**config.mk**
```make
export PLATFORM = sky130hd
export DESIGN_NAME = bcd_updown_display
export DESIGN_NICKNAME = d
export VERILOG_FILES = /design/src/rtl/bcd_updown_pkg.sv /design/src/rtl/bcd_seg7_decode.sv /design/src/rtl/bcd_updown_display.sv
export SDC_FILE = /design/constraint.sdc
export NUM_CORES = 1
export LEC_CHECK = 0
export BUFFER_PORTS_ARGS = -buffer_cell sky130_fd_sc_hd__clkbuf_2
export CAP_MARGIN = 5
export CORE_MARGIN = 1
export CORE_UTILIZATION = 43
export DETAILED_ROUTE_END_ITERATION = 7
export PLACE_DENSITY_LB_ADDON = 0.3
export SLEW_MARGIN = 5
export SYNTH_ARGS = -nofsm -noshare
export SYNTH_HDL_FRONTEND = slang
export SYNTH_SLANG_ARGS = --single-unit
```
**constraint.sdc**
```tcl
create_clock -name i_Clk -period 4.68 [get_ports i_Clk]
set_input_delay 0.468 -clock i_Clk [delete_from_list [all_inputs] [get_ports i_Clk]]
set_output_delay 0.468 -clock i_Clk [all_outputs]
set_load 0.01 [all_outputs]
```
**src/rtl/bcd_updown_pkg.sv**
```systemverilog
// Shared types and seven-segment glyphs for the BCD up/down display counter.
// Glyphs are active-low, bit 0 = segment A through bit 6 = segment G.
package bcd_updown_pkg;

  typedef enum logic [1:0] {IDLE, HOLD, REPEAT} state_e;
  typedef enum logic {DIR_UP, DIR_DOWN} dir_e;

  localparam logic [6:0] SEG_0     = 7'b1000000;
  localparam logic [6:0] SEG_1     = 7'b1111001;
  localparam logic [6:0] SEG_2     = 7'b0100100;
  localparam logic [6:0] SEG_3     = 7'b0110000;
  localparam logic [6:0] SEG_4     = 7'b0011001;
  localparam logic [6:0] SEG_5     = 7'b0010010;
  localparam logic [6:0] SEG_6     = 7'b0000010;
  localparam logic [6:0] SEG_7     = 7'b1111000;
  localparam logic [6:0] SEG_8     = 7'b0000000;
  localparam logic [6:0] SEG_9     = 7'b0010000;
  localparam logic [6:0] SEG_BLANK = 7'b1111111;

  function automatic logic [6:0] bcd_glyph(input logic [3:0] i_digit);
    case (i_digit)
      4'd0:    bcd_glyph = SEG_0;
      4'd1:    bcd_glyph = SEG_1;
      4'd2:    bcd_glyph = SEG_2;
      4'd3:    bcd_glyph = SEG_3;
      4'd4:    bcd_glyph = SEG_4;
      4'd5:    bcd_glyph = SEG_5;
      4'd6:    bcd_glyph = SEG_6;
      4'd7:    bcd_glyph = SEG_7;
      4'd8:    bcd_glyph = SEG_8;
      4'd9:    bcd_glyph = SEG_9;
      default: bcd_glyph = SEG_BLANK;
    endcase
  endfunction

endpackage

```
**src/rtl/bcd_seg7_decode.sv**
```systemverilog
// Registered single-digit BCD to active-low seven-segment decoder with blanking.
module bcd_seg7_decode
  import bcd_updown_pkg::*;
#(
  parameter bit RST_BLANK = 1'b0
) (
  input  logic       i_Clk,
  input  logic       i_Rst_L,
  input  logic [3:0] i_Digit,
  input  logic       i_Blank,
  output logic [6:0] o_Seg
);

  logic [6:0] r_seg;

  always_ff @(posedge i_Clk) begin
    if (!i_Rst_L) r_seg <= RST_BLANK ? SEG_BLANK : SEG_0;
    else          r_seg <= i_Blank ? SEG_BLANK : bcd_glyph(i_Digit);
  end

  assign o_Seg = r_seg;

endmodule

```
**src/rtl/bcd_updown_display.sv**
```systemverilog
// N-digit BCD up/down counter with press-and-hold auto-repeat and registered
// seven-segment outputs. Define BCD_UPDOWN_BLANK_LEADING_EN to blank leading zeros.
module bcd_updown_display
  import bcd_updown_pkg::*;
#(
  parameter int DIGITS      = 2,
  parameter int HOLD_CLKS   = 12_500_000,
  parameter int REPEAT_CLKS = 2_500_000
) (
  input  logic                  i_Clk,
  input  logic                  i_Rst_L,
  input  logic                  i_Inc,
  input  logic                  i_Dec,
  input  logic                  i_Clear,
  output logic [4*DIGITS-1:0]   o_Value,
  output logic [7*DIGITS-1:0]   o_Segments,
  output logic                  o_Wrap
);

  localparam int MAX_CLKS = (HOLD_CLKS > REPEAT_CLKS) ? HOLD_CLKS : REPEAT_CLKS;
  localparam int TMR_W    = $clog2(MAX_CLKS);
  localparam logic [TMR_W-1:0] HOLD_LOAD   = TMR_W'(HOLD_CLKS - 1);
  localparam logic [TMR_W-1:0] REPEAT_LOAD = TMR_W'(REPEAT_CLKS - 1);
`ifdef BCD_UPDOWN_BLANK_LEADING_EN
  localparam bit BLANK_EN = 1'b1;
`else
  localparam bit BLANK_EN = 1'b0;
`endif

  logic [4*DIGITS-1:0] r_value;
  logic                r_wrap;
  state_e              r_state;
  dir_e                r_dir;
  logic [TMR_W-1:0]    r_timer;
  logic                r_inc, r_inc_d, r_inc_lk;
  logic                r_dec, r_dec_d, r_dec_lk;

  // A button held through reset keeps its lock set, so its previous-sample
  // stays 1 until it is released and a fresh press is required.
  always_ff @(posedge i_Clk) begin
    if (!i_Rst_L) begin
      r_inc <= 1'b0; r_inc_d <= 1'b1; r_inc_lk <= 1'b1;
      r_dec <= 1'b0; r_dec_d <= 1'b1; r_dec_lk <= 1'b1;
    end else begin
      r_inc <= i_Inc; r_inc_d <= r_inc | r_inc_lk; r_inc_lk <= r_inc_lk & i_Inc;
      r_dec <= i_Dec; r_dec_d <= r_dec | r_dec_lk; r_dec_lk <= r_dec_lk & i_Dec;
    end
  end

  logic w_inc_press, w_dec_press, w_latched;
  assign w_inc_press = r_inc & ~r_inc_d;
  assign w_dec_press = r_dec & ~r_dec_d;
  assign w_latched   = (r_dir == DIR_UP) ? r_inc : r_dec;

  logic [4*DIGITS-1:0] w_val_up, w_val_dn, w_step_val;
  logic                w_carry, w_borrow, w_step_wrap;
  dir_e                w_step_dir;

  // NOTE: blocking assignments here are intentional: carry/borrow ripple
  // digit to digit within a single evaluation of the loop.
  always_comb begin
    w_carry  = 1'b1;
    w_borrow = 1'b1;
    w_val_up = r_value;
    w_val_dn = r_value;
    for (int d = 0; d < DIGITS; d++) begin
      if (w_carry) begin
        if (r_value[4*d +: 4] == 4'd9) w_val_up[4*d +: 4] = 4'd0;
        else begin
          w_val_up[4*d +: 4] = r_value[4*d +: 4] + 4'd1;
          w_carry = 1'b0;
        end
      end
      if (w_borrow) begin
        if (r_value[4*d +: 4] == 4'd0) w_val_dn[4*d +: 4] = 4'd9;
        else begin
          w_val_dn[4*d +: 4] = r_value[4*d +: 4] - 4'd1;
          w_borrow = 1'b0;
        end
      end
    end
  end

  assign w_step_dir  = (r_state == IDLE) ? (w_dec_press ? DIR_DOWN : DIR_UP) : r_dir;
  assign w_step_val  = (w_step_dir == DIR_UP) ? w_val_up : w_val_dn;
  assign w_step_wrap = (w_step_dir == DIR_UP) ? w_carry  : w_borrow;

  always_ff @(posedge i_Clk) begin
    if (!i_Rst_L) begin
      r_value <= '0;
      r_wrap  <= 1'b0;
      r_state <= IDLE;
      r_dir   <= DIR_UP;
      r_timer <= '0;
    end else if (i_Clear) begin
      r_value <= '0;
      r_wrap  <= 1'b0;
      r_state <= IDLE;
      r_timer <= '0;
    end else begin
      r_wrap <= 1'b0;
      if (r_inc && r_dec) begin
        r_state <= IDLE;
        r_timer <= '0;
      end else begin
        case (r_state)
          IDLE: begin
            if (w_inc_press || w_dec_press) begin
              r_value <= w_step_val;
              r_wrap  <= w_step_wrap;
              r_dir   <= w_step_dir;
              r_timer <= HOLD_LOAD;
              r_state <= HOLD;
            end
          end
          HOLD, REPEAT: begin
            if (!w_latched) begin
              r_state <= IDLE;
              r_timer <= '0;
            end else if (r_timer == '0) begin
              r_value <= w_step_val;
              r_wrap  <= w_step_wrap;
              r_timer <= REPEAT_LOAD;
              r_state <= REPEAT;
            end else begin
              r_timer <= r_timer - TMR_W'(1);
            end
          end
          default: r_state <= IDLE;
        endcase
      end
    end
  end

  // Digit d is blanked when it and every digit above it are zero; digit 0 never.
  logic [DIGITS-1:0] w_blank;
  logic              w_zero_above;
  always_comb begin
    w_blank      = '0;
    w_zero_above = 1'b1;
    for (int d = DIGITS - 1; d >= 1; d--) begin
      w_zero_above = w_zero_above & (r_value[4*d +: 4] == 4'd0);
      w_blank[d]   = BLANK_EN & w_zero_above;
    end
  end

  for (genvar g = 0; g < DIGITS; g++) begin : g_dec
    bcd_seg7_decode #(
      .RST_BLANK (BLANK_EN && (g > 0))
    ) u_dec (
      .i_Clk   (i_Clk),
      .i_Rst_L (i_Rst_L),
      .i_Digit (r_value[4*g +: 4]),
      .i_Blank (w_blank[g]),
      .o_Seg   (o_Segments[7*g +: 7])
    );
  end

  assign o_Value = r_value;
  assign o_Wrap  = r_wrap;

endmodule

```
# Yosys cells after proc, flatten, opt, wreduce, memory -nomap -nowiden
# Memories as Yosys holds them, arrays and structs flattened. A register that Yosys moved wholly into a read port is not among the register bits.
# Cells that the tools add are included.
[classes]
n_reduce_logical = 16
n_bitwise = 11
n_mux = 33
n_eq_ne = 8
n_addsub = 5
[op_table]
columns = ["cell", "count"]
rows = [
  ["24-bit 2-to-1 mux", 3],
  ["24-bit one-hot mux with 2 select lines", 1],
  ["8-bit 2-to-1 mux", 4],
  ["24-bit logical NOT", 1],
  ["4-bit 2-to-1 mux", 6],
  ["24-bit by 1-bit subtractor with 24-bit output (second input constant)", 1],
  ["8-bit one-hot mux with 2 select lines", 1],
  ["1-bit 2-to-1 mux", 13],
  ["4-bit by 1-bit adder with 4-bit output (second input constant)", 2],
  ["4-bit == test (second input constant)", 2],
  ["4-bit logical NOT", 2],
  ["4-bit by 1-bit subtractor with 4-bit output (second input constant)", 2],
  ["2-bit 2-to-1 mux", 3],
  ["1-bit inverter", 5],
  ["5-bit AND reduction", 1],
  ["1-bit bitwise AND", 4],
  ["2-bit inequality test (second input constant)", 2],
  ["2-bit one-hot mux with 2 select lines", 1],
  ["2-bit AND reduction", 2],
  ["4-bit AND reduction", 1],
  ["2-bit OR reduction", 2],
  ["3-bit inequality test (second input constant)", 1],
  ["3-bit OR reduction", 1],
  ["2-bit by 1-bit == test with 1-bit output (second input constant)", 1],
  ["9 further kinds", 11],
]
[totals]
wordCells = 86
inputBits = 5
out_inout_bits = 23
romBits = 224
memories = 2
regBits = 42
[memory_table]
columns = ["name", "words", "width", "read_ports", "rd_ports_with_merged_regs", "write_ports", "line", "source"]
rows = [
  ["(name not given)", 16, 7, 1, 1, 0, "bcd_updown_pkg.sv:21", "case (i_digit)"],
  ["(name not given)", 16, 7, 1, 1, 0, "bcd_updown_pkg.sv:21", ""],
]

# Depth between registers and ports, before layout
[logic_depth]
word_depth = 8
mapped_depth = 9

# Cells and area by module
# From an unflattened synthesis, not the netlist that was laid out.
[hier_totals]
hier_cells = 410
area_unflattened_um2 = 3415.8
[modules_own_cells]
columns = ["mod", "area_per_inst_um2", "n_inst", "seq_area_each_um2", "cells_each"]
rows = [
  ["bcd_updown_display", 2562.5, 1, 840.8, 322],
  ["bcd_seg7_decode", 426.7, 2, 140.1, 44],
]

# Least setup slack after synthesis
# OpenSTA, ideal clock, no wires.
[synth_path]
path_kind = "reg2reg"
start = "reg r_value[1], in the netlist o_Value[1]"
end = "reg r_value[4], in the netlist o_Value[4]"
t_arrival_ps = 2197
setup_time_ps = 96
required_time_ps = 4584
stages_incl_launch_ff = 9
period_less_slack_ps = 2293
setup_slack_ps = 2387
path_cell_list = "dfxtp_1 clkbuf_1 inv_1 ha_1 nor3b_1 a21boi_0 o2111ai_1 nand2b_2 o41ai_2"
[synth_between]
elab_chain_cells = 7
elab_cells_between_ends = 11
classes_between = "eq/ne: 1; mux: 9; reduce/logical: 1"
[synth_lines]
columns = ["item", "line", "source"]
rows = [
  ["start, declared", "bcd_updown_display.sv:30", "logic [4*DIGITS-1:0] r_value;"],
  ["start signal, assigned", "bcd_updown_display.sv:109", "r_value <= w_step_val;"],
  ["start signal, assigned", "bcd_updown_display.sv:121", "r_value <= w_step_val;"],
  ["4-bit == test / 4-bit logical NOT (equally long branches)", "bcd_updown_display.sv:68, bcd_updown_display.sv:75", ""],
  ["1-bit 2-to-1 mux, on equally long branches", "bcd_updown_display.sv:68, bcd_updown_display.sv:75", ""],
  ["4-bit 2-to-1 mux, on equally long branches", "bcd_updown_display.sv:67, bcd_updown_display.sv:74", ""],
  ["8-bit 2-to-1 mux (*)", "bcd_updown_display.sv:85", "assign w_step_val = (w_step_dir == DIR_UP) ? w_val_up : w_val_dn;"],
  ["8-bit 2-to-1 mux", "bcd_updown_display.sv:120", "end else if (r_timer == '0) begin"],
  ["8-bit 2-to-1 mux", "bcd_updown_display.sv:117", "if (!w_latched) begin"],
  ["8-bit one-hot mux with 2 select lines (*)", "bcd_updown_display.sv:106", "case (r_state)"],
]
# Mark *: on every way between the ends. The rest lies on a longest branch, timed or not. The select of a mux whose other input is x is not followed.
# A chain may end at the register's enable or synchronous reset.

# Final worst setup path
[layout_path]
start = "reg r_value[0], in the netlist o_Value[0]"
end = "reg r_value[4], in the netlist o_Value[4]"
# Same word-level chain as after synthesis.

==> results by group <==
Yosys
  – Seq/Total Area, Yosys: 0.349
  – FFs w/ async S/R, synth: 0
  – Net Count, Synth: between 400 and 500
  – Main synth FF type: dfxtp_1
  – Post-Syn Area per Cell: 8.10 µm²
  – Post-synth EDFFs: 0
  – Mapped cell area: 0.00322 mm²
  – Synthesis warning total: 0
  – Share of the synthesized area in the top cell type: 0.349
  – Syn Inst Count: a little under 400
  – Top post-synthesis cells by area: dfxtp_1 35%, ha_1 6.2%, o21ai_0 4.4%
  – Library cells used by synthesis: 63
  – Seq cells post-synth: 56
  – Area leader, netlist: dfxtp_1

Clock tree
  – CTS resizes: 0
  – H-Tree Depth: 2
  – Clk buf depth: 2
  – Sink Count: 56
  – Clk root buf: clkbuf_8
  – Cts bufs inserted: 5
  – Setup bufs post-CTS: 0
  – Clock Latency Late Sink: 310 ps
  – Post-CTS Hold Buffers: 0
  – Clk slew on worst S/H paths: 90 ps
  – TritonCTS clock tree: done

Global routing
  – Initial antenna violation count: 0
  – All-Layer GR Usage: 0.211
  – First-pass GRT wire length: 13.0 mm
  – Total gr overflow: 0
  – Pin count of the biggest net entering global routing: 27
  – Number of global-route vias before repair: roughly 2700

Placed design
  – Area after DPL: 0.00341 mm²
  – Gp weighted congestion: 0.937
  – Port Buffers: 27
  – Hpwl dp: 5.63 mm
  – Pre-CTS WS: 2060 ps

STA
  – Hold Fails Final Rpt: 0
  – Clock skew: 6.37 ps
  – Final Slew Violations: 0
  – Final Cycle Share: 0.576
  – Final worst-path setup slack: 1980 ps
  – # setup viols final: 0
  – RSZ-0062 raised after global routing: no
  – Relative slew slack: 0.301
  – Tmin final: 2700 ps
  – Total negative slack: 0 ps
  – Worst-Margin Slew: about 1000 ps
  – Fmax: between 300 and 400 MHz

Critical path
  – Critical path data arrival time: 2920 ps
  – CP cell instances: inv_1 -> ha_1 -> nor3b_1 -> a21boi_0 -> o2111ai_1 -> nand2b_2 -> o41ai_2
  – Largest stage delay, worst path: 520 ps
  – Crit end category: flip-flop
  – CP Launch Type: flip-flop
  – CP Max Fanout: 8
  – WP data required: 4900 ps
  – WS Path Type: reg -> reg
  – Critical path's slowest cell: a21boi_0
  – R2R cell count: 7

Cells and area
  – Antenna Cells: 0
  – Most frequent cells in the layout: 56 x dfxtp_1, 34 x nor2_1, 28 x o21ai_0
  – Area grow syn2layout: 8.60%
  – Fillers: 730
  – Final design utilization: 0.481
  – Post-layout instance area: between 0.003 and 0.004 mm²
  – Most common cell after layout, fill and taps aside: dfxtp_1
  – Share of cells above drive strength 1: 0.123
  – Nets: 434

Floorplanning
  – Die ar.: around 0.0078 mm²
  – Total core area: 0.00725 mm²
  – Io pins: 28
  – Die W: slightly below 90 µm
  – Core Rows: 31
  – Die height: 88.5 µm
  – Starting Density: 0.443

Job
  – Max_cap viols: 0

Power and ir drop
  – P_int: 0.635 mW
  – Logic pwr share: 0.158
  – P per Cell Area: 255 mW/mm²
  – Peak VDD IR: 147 µV
  – Pwr Total: around 0.9 mW
  – P_leak: 1.33 nW
  – Sw Share: 0.287
  – P_sw: 0.255 mW
  – Clock Power Share: 0.286
  – Flop pwr share: 0.556

Drt
  – DR top layer: met4
  – WL met1: roughly 3.5 mm
  – Vias per std cell: approximately 6
  – Met2 routed WL: 3.96 mm
  – Routed wl met3: a little over 400 µm
  – Post-route DRC: 2
  – Detail Route Antenna Nets: 0
  – Drt first pass iters: 6
  – Via count: between 3000 and 4000
  – Final WL: 7.90 mm
  – DRT iter0 DRCs: 189
  – DR WL/cell: 15.4 µm

Status
  – Outcome: complete, but fails checks
  – Failing checks: design-rule violations

Hold path
  – HP Class: in -> reg
  – Hold Path Cell Cnt: 3
[sequential cells by signal (all words and copies together), names as in the netlist]
register	cells
r_dec_lk	1
r_timer	24
r_dir	1
r_dec_d	1
r_state	2
o_Wrap	1
g_dec.u_dec.o_Seg	14
r_inc	1
r_inc_d	1
r_inc_lk	1
o_Value	8
r_dec	1
[path summary, 6_finish.rpt]
kind / start / endpoint / slack (ps)
worst min register to register: r_dec_lk$_SDFF_PN1_ / r_dec_lk$_SDFF_PN1_ / 460
worst max register to register: o_Value[0]$_SDFFE_PP0P_ / o_Value[4]$_SDFFE_PP0P_ / 1980
worst max-delay path: o_Value[0]$_SDFFE_PP0P_ / o_Value[4]$_SDFFE_PP0P_ / 1980
worst min-delay path: i_Dec / r_dec_lk$_SDFF_PN1_ / 360
[metal layers]
layer / up-vias / global-route usage
li1: 1509 / -
met1: 1429 / 0.263
met2: 117 / 0.376
met3: 5 / 0.0410
met4: 0 / 0.0425
met5: - / 0
[stage by stage]
| stage | cells | hold WS (ps) |
|---|---|---|
| 2_1_floorplan | 397 | 415 |
| 3_3_place_gp | 505 | 428 |
| 3_5_place_dp | 505 | 440 |
| 4_1_cts | 512 | 357 |
| 5_1_grt | 512 | 366 |
| 6_report | 512 | 360 |
[cell families after synthesis]
group,after synthesis,share of synthesized area
AO/OA/AOI/OAI,116,0.242
XOR/XNOR,9,0.0245
adder cells (fa/ha/maj),16,0.0623
buffers and inverters,36,0.0424
flip-flops,56,0.349
multiplexers,5,0.0160
AND/OR/NAND/NOR,159,0.264
[power groups by stage]
stage,clock [mW],sequential (mW),combinational (mW)
after detailed placement,0,0.506,0.137
after global placement,0,0.505,0.136
final,0.255,0.495,0.141
after CTS,0.263,0.495,0.137
after global routing,0.280,0.497,0.154
after floorplan,0,0.504,0.106
[layout make-up]
cell class,count,area (µm²),area share
well taps,99,124,0.0355
flip-flops and latches,56,1120,0.321
multi-input cells,305,1960,0.562
clock inverters,1,5.00,0.00143
inverters,17,63.8,0.0183
clock buffers,6,72.6,0.0208
repair buffers,28,143,0.0408
[critical path, delay by kind of cell (launching register included)]
family                   cells  cell delay, ps
AO/OA/AOI/OAI                3            1080
adder cells (fa/ha/maj)      1             240
buffers and inverters        1             210
flip-flops                   1             410
AND/OR/NAND/NOR              2             660
[Yosys cell counts, types with 3 or more instances]
library cell and number:
o21ai_0 28, nand3_1 13, ha_1 16, o31ai_1 3
o21ai_1 7, clkbuf_1 18, a21oi_1 21, and3_1 3
nor4_1 10, a31oi_1 7, nand4_1 8, o22ai_1 4
nor2_1 34, inv_1 15, dfxtp_1 56, a21boi_0 5
nand2b_1 3, or3b_2 3, o31a_1 4, nand3b_1 4
nor3b_1 3, or3_1 9, xnor2_1 8, o211ai_1 6
nor3_1 20, and2_1 6, nand2_1 26, a311oi_1 3
nor2b_1 5, mux2i_1 4
(Power assumes the default switching activity.)
